[src/rtl/powlib_serializer.sv]
// Wide-to-narrow serializer: accepts one W-bit word and emits it as N beats of
// W/N bits, least-significant beat first, with no idle cycle between words.
module powlib_serializer #(
  parameter int W    = 16,
  parameter int N    = 4,
  parameter int EDBG = 0,
  parameter     ID   = "SERIALIZER"
) (
  input  logic            clk,
  input  logic            rst,
  input  logic [W-1:0]    wrdata,
  input  logic            wrvld,
  output logic            wrrdy,
  output logic [W/N-1:0]  rddata,
  output logic            rdvld,
  input  logic            rdrdy,
  output logic            rdlast
);

  localparam int WO = W / N;
  localparam int CW = (N > 1) ? $clog2(N) : 1;
  localparam logic [CW-1:0] LAST_BEAT = CW'(N - 1);

  typedef enum logic {
    EMPTY = 1'b0,
    BUSY  = 1'b1
  } state_t;

  state_t          state_reg;
  logic [CW-1:0]   cntr_reg;
  logic [W-1:0]    word_reg;
  logic            rdinc;
  logic            wrinc;

  // A misconfigured width split would silently drop upper bits, so stop early.
  generate
    if (EDBG != 0 && (W % N) != 0) begin : g_param_check
      $fatal(1, "%s: W=%0d is not a multiple of N=%0d", ID, W, N);
    end
  endgenerate

  assign rdvld  = (state_reg == BUSY);
  assign rdlast = rdvld && (cntr_reg == LAST_BEAT);
  assign rdinc  = rdvld && rdrdy;
  assign wrrdy  = !rdvld || (rdinc && rdlast);
  assign wrinc  = wrvld && wrrdy;

  generate
    if (N == 1) begin : g_single
      assign rddata = word_reg[WO-1:0];
    end else begin : g_multi
      logic [WO-1:0] beats [N];
      for (genvar gi = 0; gi < N; gi++) begin : g_beat
        assign beats[gi] = word_reg[gi*WO +: WO];
      end
      assign rddata = beats[cntr_reg];
    end
  endgenerate

  // Loading a new word wins over advancing: it only happens when empty or
  // when the final beat is leaving this same cycle.
  always_ff @(posedge clk) begin
    if (rst) begin
      state_reg <= EMPTY;
      cntr_reg  <= '0;
      word_reg  <= '0;
    end else if (wrinc) begin
      word_reg  <= wrdata;
      cntr_reg  <= '0;
      state_reg <= BUSY;
    end else if (rdinc) begin
      if (rdlast) begin
        cntr_reg  <= '0;
        state_reg <= EMPTY;
      end else begin
        cntr_reg  <= cntr_reg + CW'(1);
      end
    end
  end

endmodule

[config.mk]
export PLATFORM = sky130hd
export DESIGN_NAME = powlib_serializer
export DESIGN_NICKNAME = d
export VERILOG_FILES = /design/src/rtl/powlib_serializer.sv
export SDC_FILE = /design/constraint.sdc
export NUM_CORES = 1
export LEC_CHECK = 0
export CAP_MARGIN = 15
export CORE_AREA = 2 2 52 54
export CTS_CLUSTER_SIZE = 14
export DETAILED_ROUTE_END_ITERATION = 10
export DIE_AREA = 0 0 54 56
export PLACE_DENSITY = 0.71
export SLEW_MARGIN = 20
export SYNTH_ARGS = -nofsm -noshare
export SYNTH_HDL_FRONTEND = slang
export SYNTH_SLANG_ARGS = --single-unit
[constraint.sdc]
create_clock -name clk -period 1.3 [get_ports clk]
set_input_delay 0.39 -clock clk [delete_from_list [all_inputs] [get_ports clk]]
set_output_delay 0.39 -clock clk [all_outputs]
set_load 0.1 [all_outputs]
# After elaboration in Yosys (flattened, before gate mapping)
# Cells that the tools add are included.
dict set report op_classes {
  order_cmp 1
  n_mux 7
  n_bitwise 1
  n_eq_ne 1
  reduce_logical 10
  n_addsub 1
}
# op count
set op_table {}
lappend op_table {{$bmux 4 s2} 1}
lappend op_table {{$mux 4} 2}
lappend op_table {{$logic_and 1x1->1} 4}
lappend op_table {{$reduce_bool 2->1} 2}
lappend op_table {{$ge 3x3->1 const B} 1}
lappend op_table {{$mux 1} 3}
lappend op_table {{$not 2->3} 1}
lappend op_table {{$add 2x1->2 const B} 1}
lappend op_table {{$eq 2x2->1 const B} 1}
lappend op_table {{$mux 2} 1}
lappend op_table {{$reduce_and 2->1} 1}
lappend op_table {{$reduce_or 2->1} 1}
lappend op_table {{$logic_not 1->1} 1}
lappend op_table {{$logic_or 1x1->1} 1}
dict set report word_totals {
  out_inout_bits 7
  inputBits 20
  regBits 19
}

# Longest topological paths before layout
dict set report depth {
  depth_word 7
  mapped_depth 6
}

# Worst setup path before layout
# No wires, ideal clock.
dict set report synth_timing {
  path_type {register to output}
  start {register state_reg (netlist: rdvld)}
  end {output wrrdy}
  t_arrival_ns 1.715
  t_required_ns 0.910
  stages_incl_launch_ff 3
  setup_slack_ns -0.805
  path_cell_list {dfxtp_1 > a21boi_4 > inv_1}
}
dict set report synth_between {
  elab_chain_len 3
  elab_cells_between_ends 5
  classes_between {reduce/logical (5)}
}
# element line
set synth_rtl {}
lappend synth_rtl {{start: declaration} 29} ;# state_t state_reg;
lappend synth_rtl {{start signal: assignment} 64} ;# state_reg <= EMPTY;
lappend synth_rtl {{start signal: assignment} 70} ;# state_reg <= BUSY;
lappend synth_rtl {{start signal: assignment} 74} ;# state_reg <= EMPTY;
lappend synth_rtl {{$logic_and 1x1->1, on equally long branches} {44, 43}}
lappend synth_rtl {{$logic_and 1x1->1} 45} ;# assign wrrdy = !rdvld || (rdinc && rdlast);
lappend synth_rtl {{$logic_or 1x1->1 *} 45}
lappend synth_rtl {{end: declaration} 13} ;# output logic wrrdy,
# Mark *: on every way between the ends. The rest lies on a longest branch, timed or not.

# Worst setup path after layout
dict set report layout_timing {
  start {register cntr_reg[0]}
  end {output rddata[1]}
}
dict set report layout_between {
  elab_chain_len 4
}
# element line
set layout_rtl {}
lappend layout_rtl {{start: declaration} 30} ;# logic [CW-1:0] cntr_reg;
lappend layout_rtl {{start signal: assignment} 76} ;# cntr_reg <= cntr_reg + CW'(1);
lappend layout_rtl {{$not 2->3 (not written as such)} 56} ;# assign rddata = beats[cntr_reg];
lappend layout_rtl {{$bmux 4 s2} 56}
lappend layout_rtl {{$mux 4 (not written as such) (2 in series)} 56}
lappend layout_rtl {{end: declaration} 14} ;# output logic [W/N-1:0] rddata,
# No other way between the ends. The select of a mux whose other input is x is not followed.

==> flow_metrics.tcl <==
set metrics [dict create \
    status "finished, violations left" \
    layout.nets 146 \
    grt_pass1_wl_um 3001 \
    place_congestion 0.7248 \
    grt-ovfl-total 0 \
    power_density_nw_per_um2 920.2 \
    drive_gt1_share_pct 25.00 \
    max_freq_mhz 538.9 \
    clk_path_buf_depth 2 \
    fin_ws_ps -555.7 \
    die-area_um2 3024 \
    critPathRequiredTime_ps 910 \
    postRouteAntennaNets 0 \
    syn_to_final_growth_pct 48.16 \
    io_buffers 26 \
    final_hold_viol_count 0 \
    core_area_um2 2432 \
    clk_pin_slew_ps 100 \
    max_slew_margin_pct 88.58 \
    crit_path_start_kind "flop" \
    final_cell_area_um2 1463 \
    largest_register_ffs 16 \
    hp-class "reg -> reg" \
    grt_max_degree 36 \
    setup_viol 23 \
    final_common_cell "nand2b_1" \
    worstSkewPairLatency_ps 310 \
    place_area_um2 1401 \
    num_rows 18 \
    syn_avg_cell_area_um2 10.85 \
    tns_ps -6119 \
    grt_antenna_before_repair 0 \
    final_cells 154 \
    p_leak_nw 0.5737 \
    netlist_area_um2 987.2 \
    initial_utilization_pct 40.59 \
    yosysWarnings 0 \
    finalPower_mw 1.346 \
    worstPathArrival_ps 1470 \
    grt_pass1_vias 670 \
    worstPathMaxFanout 6 \
    clock_sinks 19 \
    root_buffer "clkbuf_4" \
    chipWidth_um 54 \
    worst_pin_slew_ps 166.6 \
    ios 27 \
    wl_per_cell_um 12.88 \
    period_minus_slack_ps 1856 \
    placed_cells 149 \
    dp_hpwl_um 1366 \
    critPathKind "reg -> out" \
    slew_violations 0 \
    ys_ff_latch 19 \
    synth_nets 112 \
    cts_htree_levels 1 \
    violations "negative setup slack" \
    synthDistinctLibCells 17 \
    vias 737 \
    drv_cap 0 \
    num-fill-cells 217 \
    cts_buffers 3 \
    skew_ps 2.263 \
    dr.pass1.iters 4 \
    final_cell_mix "nand2b_1, clkdlybuf4s50_1, mux2i_1, dfxtp_1, buf_12" \
    post-route-drc-count 0 \
    fin_crit_sh_pct 142.7 \
    wl_um 1983 \
    cts_tree "yes" \
    viasPerCell 4.786 \
    peakVddDrop_mv 0.4576 \
    drt-initial-drc-count 6 \
    synthCells 91 \
    ys_seq_area_share_pct 38.53 \
    die_h_um 56 \
    antenna_cells 0 \
    end_kind "primary output" \
    track_usage_pct 14.14 \
    grt_setup_unrepaired "true" \
]
==> routing by layer <==
layer,GRT usage (%),vias up,part of all wire [%],wire [µm]
met1,17.20,344,44,871
met2,21.43,18,49,964
met3,3.226,5,4.1,82
met5,0,-,0,0
met4,9.643,0,3.3,65
li1,-,370,-,-
==> final timing paths <==
path         depth (start not counted)  slack [ps]        start            to
min                                  2         480  word_reg[0]   word_reg[0]
min reg2reg                          2         480  word_reg[0]   word_reg[0]
max reg2reg                          6        -190  cntr_reg[0]  word_reg[11]
max                                  2        -560  cntr_reg[0]     rddata[1]
==> final cells by class <==
class | instances | area, µm² | share of cell area, %
clock buffer | 4 | 26.28 | 1.796
timing repair buffer | 35 | 440.4 | 30.11
multi-input combinational | 65 | 563.0 | 38.49
sequential | 19 | 387.9 | 26.52
inverter | 1 | 7.507 | 0.5133
tap | 30 | 37.54 | 2.566
==> power by group <==
part           leakage [nW]  switching, mW  total (mW)  internal [mW]
combinational         0.401          0.190       0.397          0.207
clock                0.0150          0.187       0.307          0.120
sequential            0.157         0.0257       0.642          0.616
==> stage by stage <==
step / worst slack, ps / hold slack, ps / util, %
after floorplan: -349.6 / 445.5 / -
after global placement: -433.0 / 454.5 / 57.61
after detailed placement: -499.5 / 460.1 / 57.61
after CTS: -574.8 / 481.6 / 58.80
after global routing: -604.1 / 498.5 / 60.13
final: -555.7 / 475.3 / 60.13
==> Yosys cell counts <==
master | instances | area share [%]
buf_12 | 1 | 2.0
and2_2 | 1 | 0.76
mux4_2 | 4 | 9.1
inv_1 | 1 | 0.38
dfxtp_1 | 19 | 39
nand2b_1 | 32 | 20
clkbuf_1 | 3 | 1.1
ha_1 | 1 | 1.3
nand2_1 | 1 | 0.38
nor3_2 | 1 | 1.0
a21boi_4 | 1 | 1.9
buf_2 | 1 | 0.51
buf_6 | 1 | 1.1
nor2_1 | 4 | 1.5
mux2i_1 | 18 | 18
a32oi_1 | 1 | 0.89
nor2b_2 | 1 | 0.89
==> cell families after synthesis <==
logic type / Yosys count / share of synthesized area [%]
AOI/OAI and AO/OA: 2 / 2.789
adders and majority gates: 1 / 1.267
buffers and inverters: 7 / 5.196
DFF: 19 / 38.53
muxes: 22 / 27.38
and+or+nand+nor: 40 / 24.84
==> repair_timing <==
action / 4_1_cts / 5_1_grt
gates resized for setup: 1 / 2
cloned: 0 / 1
hold buffers: 0 / 0
setup endpoints to repair: 23 / 24
buffers inserted: 0 / 0
==> critical path, stage by stage, from the launching register on <==
cell     delay, ps
dfxtp_4        420
mux4_2         550
buf_12         190
Power figures use the tool's default switching activity.
